`config.mk`:
```
export PLATFORM = sky130hd
export DESIGN_NAME = split_feeder
export DESIGN_NICKNAME = d
export VERILOG_FILES = /design/src/rtl/split_pkg.sv /design/src/rtl/split_fifo.sv /design/src/rtl/split_feeder.sv
export SDC_FILE = /design/constraint.sdc
export NUM_CORES = 1
export LEC_CHECK = 0
export ABC_AREA = 1
export BUFFER_PORTS_ARGS = -buffer_cell sky130_fd_sc_hd__buf_2
export CAP_MARGIN = 20
export CORE_MARGIN = 3
export CORE_UTILIZATION = 40
export CTS_CLUSTER_SIZE = 25
export DETAILED_ROUTE_END_ITERATION = 6
export GPL_TIMING_DRIVEN = 1
export PLACE_DENSITY = 0.71
export SETUP_SLACK_MARGIN = 0.15
export SYNTH_ARGS = -nofsm -noshare
export SYNTH_HDL_FRONTEND = slang
export SYNTH_SLANG_ARGS = --single-unit
```
`constraint.sdc`:
```
create_clock -name clk -period 4.8 [get_ports clk]
set_clock_uncertainty 0.2 [all_clocks]
set_input_delay 0.24 -clock clk [delete_from_list [all_inputs] [get_ports clk]]
set_output_delay 0.24 -clock clk [all_outputs]
set_load 0.1 [all_outputs]
```
`src/rtl/split_pkg.sv`:
```
// Shared types and header field layout for the split feeder.
// Header: bit DEST_BIT selects the destination, LEN_MSB:LEN_LSB hold N-1.
package split_pkg;

    typedef enum logic {
        HDR = 1'b0,
        PAY = 1'b1
    } state_t;

    localparam int DEST_BIT = 0;
    localparam int LEN_LSB  = 1;
    localparam int LEN_MSB  = 4;
    localparam int CNT_W    = 16;

endpackage

```
`src/rtl/split_fifo.sv`:
```
// Small synchronous FIFO with registered full/empty flags.
// Head entry is presented directly from storage.
module split_fifo #(
    parameter int WIDTH = 9,
    parameter int DEPTH = 2
) (
    input  logic             clk,
    input  logic             rst,
    input  logic             push,
    input  logic [WIDTH-1:0] wdata,
    input  logic             pop,
    output logic [WIDTH-1:0] rdata,
    output logic             full,
    output logic             empty
);

    localparam int AW = $clog2(DEPTH);
    localparam logic [AW:0] FULL_CNT = (AW+1)'(DEPTH);

    logic [WIDTH-1:0] mem [DEPTH];
    logic [AW-1:0]    wptr;
    logic [AW-1:0]    rptr;
    logic [AW:0]      count;
    logic [AW:0]      count_nx;
    logic             do_push;
    logic             do_pop;

    assign do_push = push & ~full;
    assign do_pop  = pop & ~empty;
    assign rdata   = mem[rptr];

    always_comb begin
        count_nx = count;
        case ({do_push, do_pop})
            2'b10:   count_nx = count + (AW+1)'(1);
            2'b01:   count_nx = count - (AW+1)'(1);
            default: count_nx = count;
        endcase
    end

    always_ff @(posedge clk) begin
        if (rst) begin
            wptr  <= '0;
            rptr  <= '0;
            count <= '0;
            full  <= 1'b0;
            empty <= 1'b1;
            for (int i = 0; i < DEPTH; i++) begin
                mem[i] <= '0;
            end
        end else begin
            if (do_push) begin
                mem[wptr] <= wdata;
                wptr      <= wptr + AW'(1);
            end
            if (do_pop) begin
                rptr <= rptr + AW'(1);
            end
            count <= count_nx;
            full  <= (count_nx == FULL_CNT);
            empty <= (count_nx == '0);
        end
    end

endmodule

```
`src/rtl/split_feeder.sv`:
```
// Parses header+payload packets and feeds {data, sel} words to a split
// stage through a small FIFO, counting deliveries per destination.
module split_feeder
    import split_pkg::*;
#(
    parameter int WIDTH = 8,
    parameter int DEPTH = 2
) (
    input  logic             clk,
    input  logic             rst,
    input  logic             in_valid,
    output logic             in_ready,
    input  logic [WIDTH-1:0] in_data,
    output logic             out_valid,
    input  logic             out_ready,
    output logic [WIDTH-1:0] out_data,
    output logic             out_sel,
    output logic [CNT_W-1:0] cnt0,
    output logic [CNT_W-1:0] cnt1
);

    localparam int RW = LEN_MSB - LEN_LSB + 2;

    state_t        state;
    state_t        state_nx;
    logic          dest;
    logic          dest_nx;
    logic [RW-1:0] rem;
    logic [RW-1:0] rem_nx;
    logic          push;
    logic          pop;
    logic          full;
    logic          empty;
    logic [WIDTH:0] head;

    split_fifo #(
        .WIDTH (WIDTH + 1),
        .DEPTH (DEPTH)
    ) u_fifo (
        .clk   (clk),
        .rst   (rst),
        .push  (push),
        .wdata ({in_data, dest}),
        .pop   (pop),
        .rdata (head),
        .full  (full),
        .empty (empty)
    );

    assign out_valid = ~empty;
    assign out_data  = head[WIDTH:1];
    assign out_sel   = head[0];
    assign pop       = out_valid & out_ready;

    always_ff @(posedge clk) begin
        if (rst) begin
            state <= HDR;
            dest  <= 1'b0;
            rem   <= '0;
        end else begin
            state <= state_nx;
            dest  <= dest_nx;
            rem   <= rem_nx;
        end
    end

    // in_ready in PAY depends only on the registered full flag
    always_comb begin
        state_nx = state;
        dest_nx  = dest;
        rem_nx   = rem;
        push     = 1'b0;
        in_ready = 1'b1;
        unique case (state)
            HDR: begin
                if (in_valid) begin
                    dest_nx  = in_data[DEST_BIT];
                    rem_nx   = {1'b0, in_data[LEN_MSB:LEN_LSB]} + RW'(1);
                    state_nx = PAY;
                end
            end
            PAY: begin
                in_ready = ~full;
                if (in_valid && !full) begin
                    push   = 1'b1;
                    rem_nx = rem - RW'(1);
                    if (rem == RW'(1)) begin
                        state_nx = HDR;
                    end
                end
            end
            default: state_nx = HDR;
        endcase
    end

    always_ff @(posedge clk) begin
        if (rst) begin
            cnt0 <= '0;
            cnt1 <= '0;
        end else if (pop) begin
            if (!out_sel && cnt0 != '1) begin
                cnt0 <= cnt0 + CNT_W'(1);
            end
            if (out_sel && cnt1 != '1) begin
                cnt1 <= cnt1 + CNT_W'(1);
            end
        end
    end

endmodule

```
* After elaboration in Yosys (flattened, before gate mapping) *
Memories as Yosys holds them, arrays and structs flattened. A register that Yosys moved wholly into a read port is not among the register bits.
Index checks and enable logic that the tools add are counted.

operators by class
  add/sub/neg operators = 8
  $mul = 0
  div/mod/pow operators = 0
  order comparisons = 0
  equal/unequal tests = 8
  shift-type cells = 0
  muxes and demuxes = 21
  bitwise logic cells = 6
  reduce and logical (&&, ||, !) cells = 11

operators by type and width
  operator                                              number
  adder 16 x 1 -> 16 bit (second input constant)        2
  != test 16 bit (second input constant)                2
  2-to-1 mux 1 bit                                      15
  2-to-1 mux 5 bit                                      2
  one-hot mux 5 bit (2 select lines)                    1
  2-to-1 mux 9 bit                                      1
  OR reduction 9 bit                                    1
  AND reduction 2 bit                                   4
  adder 4 x 1 -> 5 bit (second input constant)          1
  equality test 5 x 1 -> 1 bit (second input constant)  1
  subtractor 5 x 1 -> 5 bit (second input constant)     1
  equality test 2 bit (second input constant)           2
  one-hot mux 2 bit (2 select lines)                    1
  AND 1 bit                                             3
  logical AND 1 bit                                     3
  inverter 1 bit                                        3
  adder 1 bit (second input constant)                   2
  adder 2 x 1 -> 2 bit (second input constant)          1
  equality test 2 x 1 -> 1 bit (second input constant)  1
  logical NOT 1 bit                                     2
  logical NOT 2 bit                                     1
  != test 2 x 1 -> 1 bit (second input constant)        1
  != test 2 bit (second input constant)                 1
  one-hot mux 1 bit (2 select lines)                    1
  subtractor 2 x 1 -> 2 bit (second input constant)     1

storage, ports and cells
  register bits after elaboration = 45
  latch bits = 0
  memory bits (writable) = 18
  memory bits (read-only) = 0
  input port bits = 12
  output and inout bits = 43
  logic and storage cells = 65
  memories kept = 1

memory list
  name        words  bits a word  rd ports  clocked after memory_dff  write ports  RTL line          source
  u_fifo.mem  2      9            1         1                         2            split_fifo.sv:20  logic [WIDTH-1:0] mem [DEPTH];

* Longest topological paths before layout *
Gate-level depths: netlist of the first run.

  depth in word-level cells = 10
  mapped depth = 11
  depth with buffers taken out = 11

* Hierarchy *
Synthesis of the first run repeated with hierarchy kept, for this count alone.

unflattened totals
  cell total of the unflattened synthesis = 477
  area total of the unflattened synthesis = 3578.4 µm²

by module, submodules not included
  module        times used  cells an instance  area each (µm²)  sequential area each (µm²)
  split_feeder  1           380                2487.4           780.7
  split_fifo    1           97                 1091.0           680.7

* Worst setup path before layout of the first run *
Ideal clock, no wire load.

  path kind = reg-to-reg
  start point = register cnt1[0]
  end point = register cnt1[11]
  library setup time = 0.119 ns
  arrival time = 2.155 ns
  data required time = 4.481 ns
  path slack = 2.325 ns
  cell stages (with the launch flop) = 10
  path buffers = 1
  period minus slack after synthesis = 2.475 ns
  cells stage by stage = dfxtp_1 -> ha_1 -> nand2_1 -> nor2_2 -> nand2_1 -> nor2_1 -> nor2_1 -> buf_2 -> a21oi_1 -> nor2_1

on the way
  longest elaborated chain between the ends = 3
  elaborated cells on any way between the ends = 4
  classes of those cells = add/sub: 1; eq/ne: 1; reduce/logical: 2

ends and longest elaborated chain
  element                                                         RTL line             source
  from (decl)                                                     split_feeder.sv:19   output logic [CNT_W-1:0] cnt1
  from (signal assigned)                                          split_feeder.sv:105  cnt1 <= cnt1 + CNT_W'(1);
  branches (longest 3 deep; another with adder 16 x 1 -> 16 bit)  --

Parallel ways; which one is timed is not known.
A chain may end at the register's enable or synchronous reset.

==> results by group, run 1 <==
Status
  – Outcome: completed

Synth
  – Post-Synth Simple-Gate Area: between 30 and 40%
  – Post-synthesis xor/xnor area fraction: 3.182%
  – Mux contribution to synthesized area: under 10%
  – Ys async rst share: 0%
  – Ys Warns: 0
  – Syn avg cell area: between 7 and 8 µm²
  – Synth Register Bits: 64
  – Unique masters post-synth: 33
  – Mapped Nets: between 400 and 500
  – Synth Area in Compound Gates: between 7 and 8%
  – Post-synth EDFFs: 18
  – Adder-cell area share of the yosys netlist: ~2.3%
  – Synth Cell Area: about 3300 µm²
  – Post-synthesis sequential area ratio: around 44%
  – Largest family of logic cells by synthesized area: simple AND/OR/NAND/NOR gates
  – Post-Syn Instances: about 450
  – Primary FF master, synth: dfxtp_1

Power and ir drop
  – Maximum VDD drop: roughly 260 µV
  – P per Cell Area: slightly above 400 nW/µm²
  – Pwr Total: 1560 µW
  – LEAKAGE: approximately 0.0017 µW

Floorplanning
  – Core Rows: 32
  – Die Wd: slightly below 100 µm
  – DIE AREA: about 9400 µm²
  – Initial core utilization: a little over two fifths
  – I/O pin count: 55
  – Core Region: approximately 8000 µm²
  – Die H: a little under 100 µm

STA
  – Tmin final: 2474 ps
  – Final hold vios: 0
  – Peak Freq: 404.1 MHz
  – Slew Viols, Final: 0
  – Period utilisation layout: 51.55%
  – Worst Max-Slew Pin Slew: around 750 ps
  – Slew headroom: between 40% and 50%
  – Fin Setup TNS: 0 ps
  – Final setup viols: 0
  – Unrepaired setup endpoints after global routing: false

Critical path
  – Critical path type: in -> reg
  – Critical Path RT: 4600 ps
  – Crit path launch: rst
  – Last element of the critical path: u_fifo.mem[1][6]
  – Max stage delay cell, worst path: clkinv_1
  – R2R setup slack: 2590 ps
  – Data arrival, critical path: ~2300 ps
  – Cell Chain, Critical Path: buf_2, clkinv_1, nand3_1, nand2_1
  – Reg2Reg Depth: 9
  – CP Max Fanout: 27
  – Critical path startpoint category: primary input
  – Reg2Reg Capture Point: u_fifo.empty
  – Reg2Reg Launch Point: u_fifo.empty
  – Max stage delay on crit path: ~730 ps
  – CP Capture Type: flop

Route
  – Iteration-0 DRC count of the detailed router: between 150 and 200
  – Antenna Nets Post-Route: 0
  – Final wirelength: about 7.1 mm
  – WL/cell: approximately 11 µm
  – TritonRoute pass-1 iters: 4
  – Via density per instance: approximately 4.8
  – Via Count: between 2000 and 3000
  – # DRC: 0

CTS
  – Cts bufs inserted: 9
  – Post-CTS Setup Inserts: 0
  – CTS max path bufs: 2
  – # resized after CTS: 0
  – H-tree levels: 3
  – Worst-Skew Late Latency: around 340 ps
  – CTS Hold Buffers Added: 1
  – # clock sinks: between 60 and 70
  – CTS tree: yes
  – Clk pin slew, worst setup/hold paths: ~70 ps
  – Clock root cell: clkbuf_8

Finish
  – Fill cells: 772
  – P&R area growth vs syn: 17.31%
  – Layout cell share with drive strength beyond 1: between 10% and 20%
  – # nets final: 528
  – Final instance area: around 3900 µm²
  – Antenna Cells: 0

Worst hold path
  – WHS Path Cells: 3
  – Hold Path Class: in -> reg

Placement
  – Post-DP HPWL: ~5.2 mm
  – IO buf count: 54
  – Dpl cell area: around 3600 µm²
  – GPL Wtd Cong: slightly below 0.8

Global route
  – Total grt overflow: 0
  – Gr usage total: between 10% and 20%
  – Pin count of the biggest net entering global routing: 28
  – Initial antenna violation count: 0
  – Vias in the first global route: 2757
  – First-pass GRT wire length: between 10 and 15 mm

Flow run
  – Max cap viols: 0
worst max-delay path, delay by kind of cell:
kind          cells  cell delay [ps]
buf+inv           2             1090
simple gates      2              930
layer usage:
metal	vias to the layer above	GRT usage (%)	share of wire [%]
li1	1554	-	-
met1	1331	19.29	44
met2	51	27.12	51
met3	6	3.461	3.5
met5	-	0	0
met4	0	5.832	1.3
worst min-delay path by stage:
stage / from / endpoint / slack [ps]
CTS: in_data[5] / u_fifo.mem[0][6] / 30
detailed placement: u_fifo.wptr / u_fifo.wptr / 290
finish: in_data[5] / u_fifo.mem[0][6] / 40
global placement: u_fifo.wptr / u_fifo.wptr / 280
floorplan: rst / dest / 120
global route: in_data[7] / u_fifo.mem[1][8] / 30
layout make-up:
class	count	area [µm²]	share of cell area [%]
Tap cell	102	127.6	3.293
Multi-Input combinational cell	325	1585	40.91
Timing Repair Buffer	56	287.8	7.427
Clock inverter	7	86.33	2.228
Inverter	54	202.7	5.231
Clock buffer	9	123.9	3.197
Sequential cell	64	1461	37.71
registers in the layout (all words and copies together) (netlist names), named ones only:
signal and cells:
rem 5, cnt0 16, u_fifo.count 2, u_fifo.wptr 1, u_fifo.full 1, u_fifo.mem 18, dest 1, u_fifo.empty 1
cnt1 16, u_fifo.rptr 1, state 1
cells by family (layout without fill, tap and decap cells):
group                    after synthesis  count (layout)
XOR/XNOR                              12              12
adder cells (fa/ha/maj)                6               6
buffers and inverters                 63             126
AO/OA/AOI/OAI                         44              44
multiplexers                           8               8
flip-flops                            64              64
AND/OR/NAND/NOR                      255             255
cells in the final DEF (no fill, tap or decap), types with 4 or more instances in the layout:
cell type  instances
a21oi_1           26
buf_2             54
clkbuf_8           9
dfxtp_1           46
edfxtp_1          18
ha_1               6
inv_1             48
inv_2              4
mux2_2             8
nand2_1          117
nand2_2            4
nand3_1           29
nand4_1            7
nor2_1            87
nor2_2             4
o21ai_0            8
xor2_1             9
where the power goes:
group / internal [µW] / switching [µW]
Combinational: 92.9 / 346
Clock: 288 / 206
Sequential: 593 / 35.1
stage by stage:
stage	hold slack (ps)	util, %	std cells	setup slack, ps
floorplan	118.0	-	452	2325
global placement	279.1	46.24	599	1989
detailed placement	293.3	46.24	599	1936
CTS	26.31	49.03	616	2062
global route	29.97	49.13	617	2016
finish	39.15	49.13	617	2326
synthesized netlist by cell type, types with 2 or more instances:
| master | n | area, µm² |
|---|---|---|
| a211oi_1 | 2 | 15.01 |
| a21oi_1 | 26 | 130.1 |
| a31oi_1 | 2 | 12.51 |
| buf_2 | 4 | 20.02 |
| buf_6 | 2 | 22.52 |
| clkbuf_1 | 3 | 11.26 |
| clkinv_1 | 2 | 7.510 |
| dfxtp_1 | 46 | 920.9 |
| edfxtp_1 | 18 | 540.5 |
| ha_1 | 6 | 75.07 |
| inv_1 | 48 | 180.2 |
| inv_2 | 4 | 15.01 |
| mux2_2 | 8 | 90.09 |
| nand2_1 | 117 | 439.2 |
| nand2_2 | 4 | 25.02 |
| nand3_1 | 29 | 145.1 |
| nand4_1 | 7 | 43.79 |
| nor2_1 | 87 | 326.6 |
| nor2_2 | 4 | 25.02 |
| nor3_1 | 2 | 10.01 |
| o21ai_0 | 8 | 40.04 |
| or2_2 | 2 | 12.51 |
| xnor2_1 | 3 | 26.28 |
| xor2_1 | 9 | 78.83 |
No activity file was read; power rests on OpenSTA's default activity.
==> run 2: changes to the inputs <==
==> constraint.sdc (replaced) <==
create_clock -name clk -period 2.5 [get_ports clk]
set_clock_uncertainty 0.2 [all_clocks]
set_input_delay 0.125 -clock clk [delete_from_list [all_inputs] [get_ports clk]]
set_output_delay 0.125 -clock clk [all_outputs]
set_load 0.1 [all_outputs]
==> results by group, run 2 (same netlist as run 1, synthesis figures left out) <==
Finish
  – Fill cells: roughly 770
  – Final std cells w/o fill: around 630
  – Most common cell after layout, fill and taps aside: nand2_1
  – Layout cell share with drive strength beyond 1: about a fifth
  – Multi-input logic area: between 1500 and 2000 µm²
  – Most frequent cells in the layout: 117 x nand2_1, 87 x nor2_1, 54 x buf_2, 48 x inv_1, 42 x dfxtp_1
  – Reg with most FFs: u_fifo.mem
  – Antenna Cells: 0
  – # nets final: roughly 540
  – Biggest regs: u_fifo.mem (18), cnt0 (16), cnt1 (16)
  – FF+latch area: 1466 µm²
  – Largest register FFs: 18
  – P&R area growth vs syn: 20.68%

CTS
  – CTS Hold Buffers Added: 11
  – Worst-Skew Late Latency: around 330 ps
  – Clock root cell: clkbuf_8
  – Clk pin slew, worst setup/hold paths: 70 ps
  – H-tree levels: 3
  – Cts bufs inserted: 9
  – CTS max path bufs: 2
  – Post-CTS Setup Inserts: 0
  – CTS tree: yes
  – # clock sinks: between 60 and 70
  – # resized after CTS: 0

STA
  – Slew Viols, Final: 0
  – Period utilisation layout: roughly four fifths
  – Fin Setup TNS: 0 ps
  – Peak Freq: about 500 MHz
  – Final setup viols: 0
  – Tmin final: approximately 2000 ps
  – Unrepaired setup endpoints after global routing: false
  – Final hold vios: 0
  – Slack of the critical path: just under 500 ps
  – Slew headroom: 66.69%
  – Worst Max-Slew Pin Slew: around 500 ps

Critical path
  – Critical path startpoint category: flop
  – Data arrival, critical path: 2040 ps
  – CP Max Fanout: 9
  – Critical path type: reg -> reg
  – Critical Path RT: ~2500 ps
  – CP Capture Type: flop

Route
  – Final wirelength: roughly 7.4 mm
  – Via Count: 3079
  – Antenna Nets Post-Route: 0
  – TritonRoute pass-1 iters: 4
  – Iteration-0 DRC count of the detailed router: around 160
  – WL/cell: 11.68 µm
  – Via density per instance: approximately 4.9
  – # DRC: 0

Placement
  – Inst Count DP: ~600
  – GPL Wtd Cong: about 0.84
  – IO buf count: 54
  – Dpl ws: approximately 500 ps
  – Post-DP HPWL: between 5 and 6 mm

Worst hold path
  – Hold Path Class: in -> reg

Floorplanning
  – Core Region: 7888 µm²
  – DIE AREA: roughly 9400 µm²
  – Die Wd: around 97 µm
  – I/O pin count: 55
  – Die H: slightly below 100 µm
  – Initial core utilization: 41.88%
  – Core Rows: 32

Power and ir drop
  – P per Cell Area: around 700 nW/µm²
  – LEAKAGE: about 0.0018 µW
  – Maximum VDD drop: 486.7 µV
  – Pwr Total: 2873 µW

Global route
  – Gr usage total: between 10% and 20%
  – Initial antenna violation count: 0
  – Pin count of the biggest net entering global routing: 24
  – Vias in the first global route: roughly 2900
  – First-pass GRT wire length: between 10 and 15 mm
  – Total grt overflow: 0

Flow run
  – Max cap viols: 0

Status
  – Outcome: completed
## run 2: through the flow
step | hold WS, ps | util (%) | instance area (µm²)
after floorplan | 3.025 | - | 3308
after global placement | 195.8 | 46.97 | 3705
after detailed placement | 200.4 | 46.97 | 3705
after CTS | 24.84 | 50.54 | 3986
after global routing | 44.72 | 50.54 | 3986
final | 34.45 | 50.54 | 3986
## run 2: worst max-delay path, stage by stage, from the launching register on
cell and delay [ps]:
dfxtp_1 450, inv_2 130, nor3_2 190, inv_1 110
ha_1 310, nor2_1 140, a21o_1 120, nand3_1 90
o21ai_0 100, inv_1 60
## run 2: cell type report
type	count	share of cell area (%)
clock inverters	1	0.1255
repair buffers	72	10.86
inverters	54	5.085
well taps	102	3.201
flip-flops and latches	64	36.79
multi-input cells	325	39.77
clock buffers	15	4.175
## run 2: final timing paths
kind / from / endpoint / slack [ps] / depth (start not counted)
setup reg to reg: state / u_fifo.empty / 480 / 9
setup / recovery: state / u_fifo.empty / 480 / 9
hold / removal: rst / flop / 30 / 2
hold reg to reg: cnt0[0] / cnt0[0] / 290 / 2
## run 2: power by group
| group | leakage (µW) | switching (µW) | internal (µW) |
|---|---|---|---|
| logic | 0.00115 | 687 | 202 |
| clock network | 0.0000877 | 380 | 415 |
| registers | 0.000562 | 49.3 | 1140 |
| total | 0.00180 | 1120 | 1760 |
## run 2: layer usage
layer	GRT usage, %	vias up	wire length, µm
li1	-	1590	-
met1	18.91	1430	3331
met2	29.67	50	3652
met3	3.749	9	291
met4	7.343	0	119
met5	0	-	0
